**src/rtl/memory_bank_arbiter_pkg.sv**
```systemverilog
// Shared encodings for the two-port memory bank arbiter: FSM states, port ids
// and the width of the access-latency counter.
package mem_arb_pkg;

    typedef enum logic [1:0] {
        IDLE   = 2'd0,
        ACCESS = 2'd1,
        RESP   = 2'd2
    } state_t;

    localparam logic PORT0 = 1'b0;
    localparam logic PORT1 = 1'b1;

    // Wide enough for MEM_LATENCY-1 with MEM_LATENCY up to 15.
    localparam int COUNT_W = 4;

endpackage

```
**src/rtl/memory_bank_arbiter_rr_pick2.sv**
```systemverilog
// Combinational two-way request picker. With MEM_ARB_FIXED_PRIO_EN defined,
// port 0 wins every tie; otherwise ties go to the port named by prio.
module rr_pick2
    import mem_arb_pkg::*;
(
    input  logic req0,
    input  logic req1,
    input  logic prio,
    output logic winner,
    output logic valid
);

    assign valid = req0 | req1;

`ifdef MEM_ARB_FIXED_PRIO_EN
    logic unused_prio;
    assign unused_prio = prio;
    assign winner      = req0 ? PORT0 : PORT1;
`else
    always_comb begin
        winner = PORT0;
        if (req0 && req1) begin
            winner = prio;
        end else if (req1) begin
            winner = PORT1;
        end
    end
`endif

endmodule

```
**src/rtl/memory_bank_arbiter.sv**
```systemverilog
// Two-port round-robin arbiter for one single-port memory bank; each grant holds
// the bank MEM_LATENCY cycles then acks. Define MEM_ARB_FIXED_PRIO_EN for fixed priority.
module memory_bank_arbiter
    import mem_arb_pkg::*;
#(
    parameter int LINE_LENGTH  = 8,
    parameter int ADDRESS_SIZE = 2,
    parameter int MEM_LATENCY  = 1
) (
    input  logic                    clk,
    input  logic                    reset,
    input  logic                    req0,
    input  logic                    write0,
    input  logic [ADDRESS_SIZE-1:0] addr0,
    input  logic [LINE_LENGTH-1:0]  wdata0,
    output logic                    ack0,
    input  logic                    req1,
    input  logic                    write1,
    input  logic [ADDRESS_SIZE-1:0] addr1,
    input  logic [LINE_LENGTH-1:0]  wdata1,
    output logic                    ack1,
    output logic [LINE_LENGTH-1:0]  rdata,
    output logic                    busy,
    output logic [ADDRESS_SIZE-1:0] mem_addr,
    output logic [LINE_LENGTH-1:0]  mem_data_in,
    output logic                    mem_write,
    input  logic [LINE_LENGTH-1:0]  mem_data_out
);

    localparam logic [COUNT_W-1:0] COUNT_INIT = COUNT_W'(MEM_LATENCY - 1);

    state_t                  state;
    state_t                  next_state;
    logic                    prio;
    logic [COUNT_W-1:0]      count;
    logic                    win_id;
    logic                    lat_write;
    logic [ADDRESS_SIZE-1:0] lat_addr;
    logic [LINE_LENGTH-1:0]  lat_wdata;
    logic [LINE_LENGTH-1:0]  rdata_q;
    logic                    pick_winner;
    logic                    pick_valid;

    rr_pick2 u_pick (
        .req0   (req0),
        .req1   (req1),
        .prio   (prio),
        .winner (pick_winner),
        .valid  (pick_valid)
    );

    always_ff @(posedge clk) begin
        if (reset) begin
            state <= IDLE;
        end else begin
            state <= next_state;
        end
    end

    always_comb begin
        next_state = state;
        case (state)
            IDLE:    if (pick_valid) next_state = ACCESS;
            ACCESS:  if (count == '0) next_state = RESP;
            RESP:    next_state = IDLE;
            default: next_state = IDLE;
        endcase
    end

    // Request latches, latency counter, read capture and the round-robin pointer.
    always_ff @(posedge clk) begin
        if (reset) begin
            prio      <= PORT0;
            count     <= '0;
            win_id    <= PORT0;
            lat_write <= 1'b0;
            lat_addr  <= '0;
            lat_wdata <= '0;
            rdata_q   <= '0;
        end else begin
            case (state)
                IDLE: begin
                    if (pick_valid) begin
                        win_id    <= pick_winner;
                        lat_write <= (pick_winner == PORT1) ? write1 : write0;
                        lat_addr  <= (pick_winner == PORT1) ? addr1  : addr0;
                        lat_wdata <= (pick_winner == PORT1) ? wdata1 : wdata0;
                        count     <= COUNT_INIT;
                    end
                end
                ACCESS: begin
                    if (count != '0) begin
                        count <= count - 1'b1;
                    end else begin
                        rdata_q <= mem_data_out;
                    end
                end
                RESP: begin
`ifndef MEM_ARB_FIXED_PRIO_EN
                    prio <= ~win_id;
`endif
                end
                default: ;
            endcase
        end
    end

    assign busy        = (state != IDLE);
    assign ack0        = (state == RESP) && (win_id == PORT0);
    assign ack1        = (state == RESP) && (win_id == PORT1);
    assign mem_addr    = lat_addr;
    assign mem_data_in = lat_wdata;
    // Gating with reset keeps an aborted access from writing the bank.
    assign mem_write   = (state == ACCESS) && lat_write && (count == '0) && !reset;
    assign rdata       = rdata_q;

endmodule

```
**config.mk**
```make
export PLATFORM = sky130hd
export DESIGN_NAME = memory_bank_arbiter
export DESIGN_NICKNAME = d
export VERILOG_FILES = /design/src/rtl/memory_bank_arbiter_pkg.sv /design/src/rtl/memory_bank_arbiter_rr_pick2.sv /design/src/rtl/memory_bank_arbiter.sv
export SDC_FILE = /design/constraint.sdc
export NUM_CORES = 1
export LEC_CHECK = 0
export CORE_AREA = 4 4 59 61
export DETAILED_ROUTE_END_ITERATION = 12
export DIE_AREA = 0 0 63 65
export PLACE_DENSITY = 0.76
export SLEW_MARGIN = 40
export SYNTH_ARGS = -nofsm -noshare
export SYNTH_HDL_FRONTEND = slang
export SYNTH_SLANG_ARGS = --single-unit
```
**constraint.sdc**
```tcl
create_clock -name clk -period 1.82 [get_ports clk]
set_input_delay 0.273 -clock clk [delete_from_list [all_inputs] [get_ports clk]]
set_output_delay 0.273 -clock clk [all_outputs]
set_load 0.1 [all_outputs]
```
==> run metrics <==
status complete, but fails checks; failing checks negative setup slack; Reg2Reg Setup Slack 0.11 ns; worst clock skew 0.001667 ns; Switching Power 590.3 uW; Worst Setup SP count[0]; Lkg Pwr 0.7861 nW; Ports 56; mean routed wirelength per cell 14.76 um; Max Cap Viol 0; VDD IR max 0.4265 mV; overall routing resource usage 16.00%; clock share of power 17.1%; Slew HR 81.31%; Starting Density 37.82%; Final Hold Fails 0; sequential-to-total area share from yosys stat 48.00%; CTS tree built; top-area cell type share of the netlist area 48.00%; met2 WL 1.536 mm; Yosys reg bits 27; worst reg-to-reg path cell count 9; RSZ-0062 raised after global routing true; Hold Path Depth 2; P&R area growth vs syn 64.56%; DRT Pass-1 Iters 4; share of layout cells above drive strength 1 28.57%; gr ovfl total 0; worst flop-to-flop path startpoint count[1]; ys flop type dfxtp_1; Clock Tree Root clkbuf_4; Synth cell types 27; Final Max Tran Viols 0; syn_area_per_cell 9.792 um2; Setup TNS Final -0.02104 ns; synthesized cell area 0.001126 mm2; TritonCTS Buffers 3; Die Area 0.004095 mm2; first-pass GRT wire length 5.257 mm; Iter 0 DRT Violations 28; ys async rst share 0%; DIE WIDTH 63 um; Sw Ratio 39.26%; antenna violations before repair 0; largest net degree at the start of global routing 15; diodes inserted 0; most instantiated library cell after synthesis dfxtp_1; met3 wire len 306 um; Synth Instances 115; total wire length 3.173 mm; nets 218; CP Launch Type flop; final worst slack -0.02104 ns; Ys Warns 0; Tcrit/Tclk final 101.2%; drt drc 0; clk sinks 27; endpoints failing setup 1; sequential cell fraction of total power 44.0%; CP arrival 1.57 ns; filler instances 251; hold_sp rdata[4]; chip height 65 um; fmax 0.5432 GHz; critical path endpoint category output pin; Port Buf Inserts 55; clock slew at reported path FFs 0.14 ns; uppermost layer routed met4; hpwl dp 2.371 mm; htree depth 1; HP Class reg -> reg; number of global-route vias before repair 1,140; CP Class reg -> out; post-layout min period 1.841 ns; worst slew pin tran 0.2826 ns; gp weighted congestion 0.7054; placed cell count 203; R2R Path End count[0]; vias per cell 5.158; Via Count 1,109; cell taking the most area after synthesis dfxtp_1; fin cells 215; Post-synth top cells 27 x dfxtp_1, 12 x o2bb2ai_1, 11 x a21oi_1, 11 x mux2i_1; row count 20; Int Power 913.3 uW; antenna-violating nets left 0; power share of the combinational group 38.9%; clk buf depth 2; Worst EP required 1.55 ns; Area contributors post-synth dfxtp_1 48%, mux2i_1 9.8%, o2bb2ai_1 9.3%; Skew-Pair Late Insertion Delay 0.32 ns; number of synthesized flops with an enable pin 0; PwrDens 811.4 mW/mm2; Post-Syn Nets 150; Place WS 0.1296 ns; CORE AREA 0.002978 mm2; Worst Hold Path EP rdata[4]; crit-path max FO 2; wl on met1 1.266 mm
-- layer usage --
layer	global-route usage (%)	vias to the layer above
li1	-	541
met1	16.47	503
met2	29.64	57
met3	5.026	8
met4	6.887	0
met5	0	-
-- placed cells by master (no fill, tap or decap), types with 3 or more instances in the layout --
cell / n
a21oi_1: 11
buf_12: 4
buf_4: 32
clkbuf_4: 3
clkdlybuf4s50_1: 33
dfxtp_1: 25
mux2i_1: 11
nand2_1: 9
nand3_1: 9
nor3_1: 3
o2bb2ai_1: 12
-- worst max-delay path: stages, from the launching register on --
cell,delay (ns)
dfxtp_2,0.35
inv_2,0.06
ha_4,0.13
nor3b_4,0.19
nand2_2,0.09
nor2_2,0.10
and2_4,0.16
buf_12,0.16
-- cell type report --
class                      instances  area (um2)  area share (%)
inverter                           4       15.01          0.8103
tap                               33       41.29           2.228
timing repair buffer              69       650.6           35.11
clock buffer                       4       26.28           1.418
sequential                        27       543.0           29.30
multi-input combinational         78       576.8           31.13
-- power groups by stage --
stage	clock (mW)	sequential, mW	combinational [mW]
3_5_place_dp	0	0.675	0.580
2_1_floorplan	0	0.918	0.149
4_1_cts	0.268	0.662	0.585
6_report	0.257	0.661	0.585
3_3_place_gp	0	0.673	0.574
5_1_grt	0.299	0.668	0.609
-- flip-flops by register name (all words and copies together) (netlist names) --
| signal | cells |
|---|---|
| mem_data_in | 8 |
| rdata | 8 |
| count | 4 |
| mem_addr | 2 |
| state | 2 |
| lat_write | 1 |
| prio | 1 |
| win_id | 1 |
-- cell families (layout without fill, tap and decap cells) --
logic type	count (synthesis)	in the layout	share of synthesized area, %
AOI/OAI and AO/OA	26	26	16.89
buffers and inverters	10	77	4.333
and+or+nand+nor	38	38	18.33
DFF	27	27	48.00
xor gates and xnor gates	2	2	1.556
muxes	11	11	9.778
adders and majority gates	1	1	1.111
-- metrics by stage --
| stage | utilization [%] | total power [mW] | hold slack [ns] | instance area (um2) |
|---|---|---|---|---|
| floorplan | - | 1.068 | 0.3421 | 1142 |
| global placement | 58.36 | 1.246 | 0.4468 | 1738 |
| detailed placement | 58.36 | 1.254 | 0.4516 | 1738 |
| CTS | 61.47 | 1.515 | 0.4735 | 1831 |
| global route | 62.23 | 1.576 | 0.4852 | 1853 |
| finish | 62.23 | 1.504 | 0.4731 | 1853 |
-- how the worst max path moves through the flow --
stage | slack (ns) | endpoint | cells after the start
6_report | -0.02 | mem_write | 7
3_5_place_dp | 0.13 | mem_write | 7
3_3_place_gp | 0.18 | lat_write | 6
4_1_cts | -0.05 | mem_write | 7
2_1_floorplan | 0.01 | mem_write | 7
5_1_grt | -0.12 | mem_write | 7
-- repair_timing --
action / CTS / global route
hold buffers: 0 / 0
setup endpoints to repair: 1 / 1
buffers inserted: 5 / 3
pin swaps: 4 / 4
resized for setup: 9 / 0
No activity file was read; power rests on OpenSTA's default activity.
